==> src/rtl/keypad_scan_ctrl.sv <==
// keypad_scan_ctrl: row-scanning keyboard-matrix controller with per-key debounce and valid/ready key events
// Ports:
//   clk_50     system clock (only clock)
//   rst        synchronous active-high reset
//   COL        column inputs, pulled up, low = key pressed on the driven row
//   ROW        active-low one-hot row drive, all-ones = no row driven
//   key_valid  event available
//   key_ready  consumer accepts the event when high together with key_valid
//   key_code   row*COLS + col of the event
//   key_press  1 = press, 0 = release
//   key_state  debounced state, bit row*COLS+col, 1 = pressed
//   key_down   OR of key_state
// Build option: define KEYSCAN_RELEASE_EN to report releases as events (key_press=0);
// otherwise releases only update key_state and key_press is tied to 1.
module keypad_scan_ctrl #(
    parameter int ROWS     = 4,
    parameter int COLS     = 4,
    parameter int SCAN_DIV = 1000,
    parameter int DEBOUNCE = 4,
    parameter int CODE_W   = $clog2(ROWS*COLS)
) (
    input  logic                 clk_50,
    input  logic                 rst,
    input  logic [COLS-1:0]      COL,
    output logic [ROWS-1:0]      ROW,
    output logic                 key_valid,
    input  logic                 key_ready,
    output logic [CODE_W-1:0]    key_code,
    output logic                 key_press,
    output logic [ROWS*COLS-1:0] key_state,
    output logic                 key_down
);
    localparam int N  = ROWS * COLS;
    localparam int RW = ROWS > 1 ? $clog2(ROWS) : 1;
    localparam int CW = COLS > 1 ? $clog2(COLS) : 1;
    localparam int SW = $clog2(SCAN_DIV);
    localparam int DW = $clog2(DEBOUNCE) + 1;

    localparam logic [1:0] DRIVE  = 2'd0;
    localparam logic [1:0] SAMPLE = 2'd1;
    localparam logic [1:0] EMIT   = 2'd2;

    logic [1:0]    state;
    logic [SW-1:0] settle;
    logic [RW-1:0] r;
    logic [CW-1:0] c;
    logic [N-1:0]  flag;
    logic          accept;
    logic          advance;

`ifdef KEYSCAN_RELEASE_EN
    localparam bit REL = 1'b1;
    // key_state already holds the post-flip value, so it is the press/release direction
    assign key_press = key_state[key_code];
`else
    localparam bit REL = 1'b0;
    assign key_press = 1'b1;
`endif

    assign key_code  = CODE_W'(int'(r) * COLS + int'(c));
    assign key_valid = (state == EMIT) && flag[key_code];
    assign accept    = key_valid && key_ready;
    // a column without a pending event is skipped; one with an event waits for ready
    assign advance   = (state == EMIT) && (!flag[key_code] || key_ready);
    assign key_down  = |key_state;

    always_ff @(posedge clk_50) begin
        if (rst) begin
            state  <= DRIVE;
            settle <= '0;
            r      <= '0;
            c      <= '0;
            ROW    <= '1;
        end else if (state == DRIVE) begin
            ROW    <= ~(ROWS'(1) << r);
            settle <= settle + 1'b1;
            if (settle == SW'(SCAN_DIV - 1)) begin
                settle <= '0;
                state  <= SAMPLE;
            end
        end else if (state == SAMPLE) begin
            state <= EMIT;
            c     <= '0;
        end else if (advance) begin
            if (c == CW'(COLS - 1)) begin
                c     <= '0;
                state <= DRIVE;
                r     <= (r == RW'(ROWS - 1)) ? '0 : r + 1'b1;
            end else begin
                c <= c + 1'b1;
            end
        end else if (state != EMIT) begin
            state <= DRIVE;
        end
    end

    genvar k;
    for (k = 0; k < N; k++) begin : g_key
        localparam int KR = k / COLS;
        localparam int KC = k % COLS;
        logic [DW-1:0] cnt;
        logic          st;
        logic          fl;
        assign key_state[k] = st;
        assign flag[k]      = fl;
        always_ff @(posedge clk_50) begin
            if (rst) begin
                cnt <= '0;
                st  <= 1'b0;
                fl  <= 1'b0;
            end else if (state == SAMPLE && r == RW'(KR)) begin
                // raw = ~COL differs from the stable bit exactly when COL equals it
                if (COL[KC] == st) begin
                    cnt <= (cnt == DW'(DEBOUNCE - 1)) ? '0 : cnt + 1'b1;
                    if (cnt == DW'(DEBOUNCE - 1)) begin
                        st <= ~st;
                        fl <= REL | ~st;
                    end
                end else begin
                    cnt <= '0;
                end
            end else if (accept && key_code == CODE_W'(k)) begin
                fl <= 1'b0;
            end
        end
    end
endmodule

==> config.mk <==
export PLATFORM = sky130hd
export DESIGN_NAME = keypad_scan_ctrl
export DESIGN_NICKNAME = d
export VERILOG_FILES = /design/src/rtl/keypad_scan_ctrl.sv
export SDC_FILE = /design/constraint.sdc
export NUM_CORES = 1
export LEC_CHECK = 0
export BUFFER_PORTS_ARGS = -buffer_cell sky130_fd_sc_hd__buf_4
export CORE_AREA = 2 2 93 131
export CTS_BUF_LIST = sky130_fd_sc_hd__clkbuf_16
export DETAILED_ROUTE_END_ITERATION = 10
export DIE_AREA = 0 0 95 133
export SETUP_SLACK_MARGIN = 0.1
export SYNTH_ARGS = -nofsm -noshare
export SYNTH_HDL_FRONTEND = slang
export SYNTH_SLANG_ARGS = --single-unit
==> constraint.sdc <==
create_clock -name clk_50 -period 3 [get_ports clk_50]
set_input_delay 0.15 -clock clk_50 [delete_from_list [all_inputs] [get_ports clk_50]]
set_output_delay 0.15 -clock clk_50 [all_outputs]
set_load 0.01 [all_outputs]
* After elaboration in Yosys (flattened, before gate mapping)
Index checks and enable logic that the tools add are counted.
** Word-level totals
- Register bits :: 100
- Input port bits :: 7
- Output and inout port bits :: 27
** Cells by class
- Add/sub/neg operators :: 20
- Order comparisons :: 1
- Eq/ne operators :: 89
- Shift-type cells :: 1
- Multiplexer cells :: 109
- Bitwise gates (word level) :: 19
- Reduce and logical (&&, ||, !) cells :: 82
** Operator list (count)
- AND reduction 3 bit :: 33
- 2-to-1 mux 3 bit :: 32
- 2-to-1 mux 1 bit :: 65
- != test 2 x 1 -> 1 bit, second input constant :: 29
- adder 3 x 1 -> 3 bit, second input constant :: 16
- equality test 3 x 2 -> 1 bit, second input constant :: 16
- nonzero test 2 bit :: 17
- equality test 4 bit, second input constant :: 8
- logical AND 1 bit :: 23
- 2-to-1 mux 2 bit :: 10
- inverter 1 bit :: 18
- equality test 1 bit :: 16
- equality test 4 x 3 -> 1 bit, second input constant :: 4
- OR reduction 16 bit :: 1
- adder 10 x 1 -> 10 bit, second input constant :: 1
- equality test 10 bit, second input constant :: 1
- 2-to-1 mux 10 bit :: 1
- != test 2 bit, second input constant :: 5
- equality test 2 bit, second input constant :: 4
- equality test 4 x 2 -> 1 bit, second input constant :: 2
- less-than comparator 4 x 5 -> 1 bit, second input constant :: 1
- adder 2 x 1 -> 2 bit, second input constant :: 2
- adder 4 x 2 -> 4 bit :: 1
- binary-select mux 1 bit (select 4 bit) :: 1
- 12 further kinds :: 14

* Logic depth before layout (Yosys ltp)
Gate-level depths: netlist of run 1.
- Depth after elaboration :: 9
- Mapped depth :: 9
- Mapped depth without buffers :: 7

* Least setup slack after synthesis of run 1
OpenSTA, ideal clock, no wires.
- Path kind :: register to register
- Start :: reg r[0]
- End :: reg r[0]
- Arrival time :: 2.147 ns
- Required time :: 2.879 ns
- Setup slack :: 0.732 ns
- Cell stages (with the launch flop) :: 7
- Path buffers :: 1
- Clock period less this slack :: 2.268 ns
- Cells stage by stage :: dfxtp_1 -> clkbuf_1 -> mux4_2 -> a22o_1 -> a211oi_4 -> o211ai_2 -> mux2_4
** Between the ends
- Longest elaborated chain between the ends :: 7
** Ends and longest elaborated chain
- start, declared :: RTL line 45 : logic [RW-1:0] r;
- start signal, assigned :: RTL line 88 : r <= (r == RW'(ROWS - 1)) ? '0 : r + 1'b1;
- adder 4 x 2 -> 4 bit :: RTL line 60 : assign key_code = CODE_W'(int'(r) * COLS + int'(c));
- binary-select mux 1 bit (select 4 bit) :: RTL line 64 : assign advance = (state == EMIT) && (!flag[key_code] || key_ready);
- 2-to-1 mux 1 bit (implied by the code) :: RTL line 64
- logical NOT 1 bit :: RTL line 64
- logical OR 1 bit :: RTL line 64
- logical AND 1 bit :: RTL line 64
- AND reduction 4 bit (no source line)
Parallel ways exist; a longest one is shown, timed or not. The select of a mux whose other input is x is not followed.
A chain may end at the register's enable or synchronous reset.

* Worst setup path in the final report of run 1
- Start :: reg r[0]
- End :: reg g_key[2].fl
** Between the ends
- Longest elaborated chain between the ends :: 8
** Ends and longest elaborated chain
- adder 4 x 2 -> 4 bit :: RTL line 60
- binary-select mux 1 bit (select 4 bit) :: RTL line 61 : assign key_valid = (state == EMIT) && flag[key_code];
- 2-to-1 mux 1 bit (implied by the code) :: RTL line 61
- logical AND 1 bit :: RTL line 61
- logical AND 1 bit :: RTL line 62 : assign accept = key_valid && key_ready;
- logical AND 1 bit :: RTL line 122 : end else if (accept && key_code == CODE_W'(k)) begin
- nonzero test 2 bit (no source line)
- AND reduction 3 bit (no source line)
- end signal, assigned :: RTL line 117 : fl <= REL | ~st;
- end, declared :: RTL line 103 : logic fl;
Parallel ways exist; a longest one is shown, timed or not. The select of a mux whose other input is x is not followed.

==> impl_results.md, run 1 <==
- Outcome: completed
- Reg2reg setup slack: slightly below 0.7 ns
- Core box area: 11600 sq um
- Clk_lat worst skew: 0.34 ns
- Switch share: 23.0%
- Top delay family on crit path: compound AO/OA/AOI/OAI gates
- Maximum fanout along the worst path: 15
- Critical path class: flop to flop
- Max-slew headroom: 45.6%
- Max incr delay on CP: 0.54 ns
- Hold EP: g_key[14].st
- Die width: ~95 microns
- Row count: 47
- Share of post-route cells with drive strength above 1: 10.8%
- Pleak: 0.00211 uW
- Final Cell Area: ~5500 sq um
- Syn avg cell area: 8.58 sq um
- DPL Wire Length: between 8000 and 9000 microns
- Setup violators final: 0
- DR vias/cell: 5.59
- Most common cell after layout, fill and taps aside: dfxtp_1
- Area of the die: 12600 sq um
- Clk slew on worst S/H paths: roughly 0.070 ns
- Clk pwr share: 42.7%
- WL per Instance: 16.4 microns
- Antenna Violating Nets Remaining: 0
- Share of the synthesized area in the top cell type: 39.8%
- Synth warn: 0
- Crit path cell chain: mux4_2 -> a22o_1 -> a211oi_4 -> buf_4 -> nor2_2 -> a311oi_1
- Post-synth EDFFs: 0
- Synth Instances: between 500 and 600
- H-tree depth: 3
- Final Hold Vio Count: 0
- CTS Hold Buffers Added: 0
- Final worst-path cycle share: just under 80%
- Critical path capture point type: flop
- First drt pass iteration count: 4
- Cell area power density: 450 nW/um^2
- Inserted Diodes: 0
- Fin. max-slew vios: 0
- Hold path depth: 2
- Minimum clock period: 2.31 ns
- Final-stage net count: around 620
- Cell taking the most area after synthesis: dfxtp_1
- Kind of start point of the critical path: flop
- WP data arrival: 2.55 ns
- Sequential cell area fraction in the yosys report: 39.8%
- Cell Area, Synth: 5030 sq um
- Top FF cell, synth: dfxtp_1
- Crit path buf inv count: 1
- Distinct cell type count after synthesis: 59
- Die height: 133 microns
- Max-cap violations: 0
- Critical R2R Capture: g_key[2].fl
- Via Count: 4147
- Worst path slowest cell: dfxtp_1
- #FFs+latches synth: 100
- Slew at the pin closest to its max-slew limit: 0.816 ns
- TNS Setup: 0 ns
- Tot GR Track Use: 20.2%
- Logic pwr share: 3.2%
- Max Root-Sink Buffers: 2
- Root Driver: clkbuf_16
- Dominant cells by area after synthesis: dfxtp_1, nor2_1, ha_1
- DRT iter0 DRCs: 190
- Area growth syn-to-layout: 9.93%
- Total grt overflow: 0
- DRC: 0
- Post-synth net total: 618
- First-pass GRT wire length: 20000 microns
- Port Buffers: 32
- Sequential Power Share: 54.1%
- NetSw: 571 uW
- Peak supply drop: 0.205 mV
- Most frequent cells in the layout: dfxtp_1, nor2_1, buf_4, nand2_1, a21oi_1
- Max Clk Rate: around 430 MHz
- Post-CTS Setup Inserts: 0
- Skew final: roughly 0.0086 ns
- Reg2Reg Depth: 6
- RSZ-0062 raised after global routing: false
- Reg2reg start: r[0]
- Int Pwr: 1910 uW
- Final wirelength: 12200 microns
- I/O pin total: 34
- Area of placed instances: 5260 sq um
- HP Start: COL[2]
- Hold Path Class: input pin to flop
- Initial antenna violation count: 0
- RePlAce Congestion: 0.907
- CTS buffer count: 9
- Clock Sinks: 100
- Synth async-reset ratio: 0%
- Starting Density: 43.4%
- Worst EP required: 3.24 ns
- # resized after CTS: 0
- Vias in the first global route: 4018
- CTS tree: yes
- Largest net degree at the start of global routing: 74
area by class of cell:
class	instances	area, sq um
clock inverter	7	43.8
inverter	14	52.6
multi-input combinational	424	2710
timing repair buffer	41	308
fill	1077	6060
sequential	100	2000
clock buffer	9	225
tap	147	184
power groups by stage:
stage / logic, uW / clock network, uW / registers [uW]
3_5_place_dp: 80.3 / 0 / 1370
3_3_place_gp: 79.8 / 0 / 1370
5_1_grt: 89.1 / 1140 / 1340
2_1_floorplan: 54.0 / 0 / 1370
4_1_cts: 80.4 / 1090 / 1340
6_report: 79.9 / 1060 / 1340
how the worst max path moves through the flow:
stage	endpoint	slack (ns)	startpoint	depth (start not counted)
global placement	g_key[8].fl	0.81	r[0]	6
detailed placement	g_key[8].fl	0.73	r[0]	6
CTS	key_valid	0.68	r[0]	5
floorplan	r[0]	0.73	r[0]	6
global route	g_key[2].fl	0.52	r[0]	6
finish	g_key[2].fl	0.69	r[0]	6
state kept, by name (all words and copies together), names as in the netlist:
| name | count |
|---|---|
| g_key.cnt | 48 |
| g_key.fl | 16 |
| g_key.st | 16 |
| settle | 10 |
| ROW | 4 |
| c | 2 |
| r | 2 |
| state | 2 |
synthesized netlist by cell type, types with 4 or more instances:
| cell | count |
|---|---|
| inv_1 | 14 |
| o32ai_1 | 4 |
| a311oi_1 | 6 |
| a22oi_1 | 9 |
| nand2_1 | 36 |
| xor2_1 | 23 |
| clkbuf_1 | 24 |
| nand2b_1 | 14 |
| nor2b_1 | 16 |
| nor3_1 | 16 |
| nand3_1 | 12 |
| nor2_1 | 87 |
| buf_4 | 17 |
| xnor2_1 | 5 |
| o211ai_1 | 5 |
| mux2i_1 | 4 |
| nand3b_1 | 7 |
| a32oi_1 | 6 |
| nor4_1 | 17 |
| o21ai_0 | 23 |
| a31oi_1 | 5 |
| a211oi_1 | 9 |
| and3_1 | 18 |
| nand4_1 | 5 |
| a21oi_1 | 29 |
| ha_1 | 25 |
| dfxtp_1 | 100 |
routing by layer:
layer	up-vias	track usage (%)	share of wire (%)
li1	2085	-	-
met1	1975	24.8	43
met2	69	34.2	51
met3	18	3.25	3.4
met4	0	8.78	2.7
met5	-	0	0
through the flow:
step                setup slack [ns]  cells  hold slack (ns)  utilization (%)  total power, uW
floorplan                      0.732    586            0.359                -             1420
global placement               0.813    726            0.441             45.4             1450
detailed placement             0.731    726            0.454             45.4             1450
CTS                            0.682    742            0.112             47.7             2510
global route                   0.516    742            0.128             47.7             2570
finish                         0.692    742            0.127             47.7             2480
cell families (layout without fill, tap and decap cells):
group,Yosys count,in the layout,share of synthesized area [%]
AOI/OAI and AO/OA,115,115,15.6
adders and majority gates,25,25,6.22
DFF,100,100,39.8
and+or+nand+nor,247,247,24.5
other,1,1,0.0746
muxes,8,8,2.59
buffers and inverters,62,71,6.25
xor gates and xnor gates,28,28,4.88
worst register-to-register path: stages, from the launching register on:
cell and delay [ns]:
dfxtp_1 0.54, mux4_2 0.54, a22o_1 0.22, a211oi_4 0.24, buf_4 0.27, nor2_2 0.10, a311oi_1 0.30
No activity file was read; power rests on OpenSTA's default activity.
==> run 2: changes to the inputs <==
Clock period 3 ns to 1.9 ns, I/O delays scaled along.
==> impl_results.md, run 2 (synthesis gave the netlist of run 1 again) <==
- Outcome: finished with violations
- Violated checks: setup timing
- Clk_lat worst skew: 0.35 ns (about the same)
- Row count: 47 (unchanged)
- Largest regs: g_key.cnt (48), g_key.fl (16), g_key.st (16)
- Max-slew headroom: 67.1% (+22 points)
- Final wirelength: 12800 microns (+5.1%)
- Inserted Diodes: 0 (unchanged)
- Via Count: 4322 (+4.2%)
- Area growth syn-to-layout: 18.7%
- Area of the die: 12600 sq um (unchanged)
- Cell area power density: 655 nW/um^2 (+46%)
- Port Buffers: 32 (unchanged)
- Skew final: 0.00767 ns (-0.000897 ns)
- Final Hold Vio Count: 0 (unchanged)
- Slew at the pin closest to its max-slew limit: 0.488 ns (-0.328 ns)
- CTS Hold Buffers Added: 0 (unchanged)
- Hold Path Class: input pin to flop
- Largest net degree at the start of global routing: 40 (-46%)
- Final-stage net count: 666 (+7.1%)
- Max-cap violations: 0 (unchanged)
- Core box area: 11600 sq um (unchanged)
- Share of post-route cells with drive strength above 1: 20.5% (+9.7 points)
- Max Root-Sink Buffers: 2 (unchanged)
- Tot GR Track Use: 21.4% (+1.2 points)
- First drt pass iteration count: 4 (unchanged)
- CTS buffer count: 9 (unchanged)
- Antenna Violating Nets Remaining: 0 (unchanged)
- Area of the multi-input gates: 2810 sq um (+3.6%)
- Non-filler cells, final: 786 (+5.9%)
- Placed Cells: 768 (+5.8%)
- Pleak: 0.00236 uW (+12%)
- Final Total Pwr: 3910 uW (+57%)
- Fill count: 1093 (+1.5%)
- Max Clk Rate: about 500 MHz
- Setup violators final: 19 (+19)
- Most common cell after layout, fill and taps aside: dfxtp_1
- Peak supply drop: 0.365 mV (+78%)
- Reg2reg start: c[0]
- Final worst-path cycle share: 108%
- Vias in the first global route: 4335 (+7.9%)
- DR vias/cell: 5.50 (-1.6%)
- Kind of start point of the critical path: flop
- Critical path class: flop to output pin
- First-pass GRT wire length: 21200 microns (+5.7%)
- Critical path capture point type: output pin
- DPL Wire Length: 9420 microns (+7.9%)
- CTS tree: yes
- H-tree depth: 3 (unchanged)
- Max reg flops: 48 (unchanged)
- Fin worst setup slack: -0.148 ns (-0.840 ns)
- Clock Sinks: 100 (unchanged)
- HP Start: COL[0]
- I/O pin total: 34 (unchanged)
- RePlAce Congestion: 0.881 (-2.8%)
- WL per Instance: 16.3 microns (-0.77%)
- Minimum clock period: 2.05 ns
- Register Area: 2010 sq um (+0.31%)
- Starting Density: 43.4% (unchanged)
- Most frequent cells in the layout: dfxtp_1, nor2_1, buf_4, nand2_1, a21oi_1
- Die width: 95 microns (unchanged)
- Maximum fanout along the worst path: 3 (-12)
- Area of placed instances: 5630 sq um (+7.1%)
- Largest reg by FF count: g_key.cnt
- Critical path origin: c[0]
- WP data arrival: 1.95 ns (-0.60 ns)
- Worst EP required: 1.80 ns (-1.44 ns)
- DRC: 0 (unchanged)
- Clk slew on worst S/H paths: 0.07 ns (about the same)
- Final core occ: 51.5% (+3.8 points)
- Fin. max-slew vios: 0 (unchanged)
- Final Cell Area: 5960 sq um (+7.9%)
- Root Driver: clkbuf_16
- Initial antenna violation count: 0 (unchanged)
- DRT iter0 DRCs: 158 (-17%)
- Total grt overflow: 0 (unchanged)
- RSZ-0062 raised after global routing: true
- Die height: 133 microns (unchanged)
-- run 2: cell types whose count changed in the layout (fill, tap and decap cells not counted), moves of 3 or more --
cell        change
nor3_2          +7
buf_4          +40
o21ai_1         +3
nor3_1          -7
clkinvlp_4      -3
o21ai_0         -3
buf_6           +3
dfxtp_1         -3
-- run 2: routing by layer --
metal	vias to the layer above	wire, microns	GRT usage [%]
met2	68	6560	38.3
met3	23	401	2.96
met4	0	372	9.90
met5	-	0	0
met1	2057	5450	24.7
li1	2174	-	-
-- run 2: through the flow --
stage               TNS, ns  setup slack [ns]  hold slack, ns
detailed placement    -1.68            -0.148           0.426
global route          -3.40            -0.219          0.0666
floorplan             -2.87            -0.305           0.305
global placement      -1.06           -0.0970           0.413
CTS                   -1.28            -0.140          0.0612
finish                -1.62            -0.148          0.0536
-- run 2: final cells by class --
class | instances | area share [%]
multi-input combinational | 424 | 47.1
clock inverter | 7 | 0.482
sequential | 100 | 33.7
inverter | 14 | 0.881
tap | 147 | 3.08
clock buffer | 9 | 3.78
timing repair buffer | 85 | 11.0
-- run 2: report_power, final --
group / internal, uW / switching, uW / total [uW]
sequential: 2110 / 11.2 / 2120
clock: 861 / 784 / 1650
combinational: 45.1 / 97.7 / 143
total: 3010 / 893 / 3910
-- run 2: worst paths after layout --
path                                   endpoint  slack, ns  cells after the start
worst max-delay path                  key_valid      -0.15                      6
worst min-delay path                g_key[0].st       0.05                      2
worst max register to register             r[0]      -0.14                      6
worst min register to register  g_key[7].cnt[1]       0.46                      2
-- run 2: worst max-delay path, cell delays in order (launching register included) --
cell and delay, ns:
dfxtp_4 0.37, mux4_2 0.50, a22o_1 0.26, a211oi_4 0.20, buf_6 0.14, nor2b_4 0.03
buf_6 0.11
-- run 2: repair_timing --
item,4_1_cts,5_1_grt
endpoints found under the setup margin,22,38
pin swaps,5,1
buffers inserted,2,0
gates resized for setup,10,9
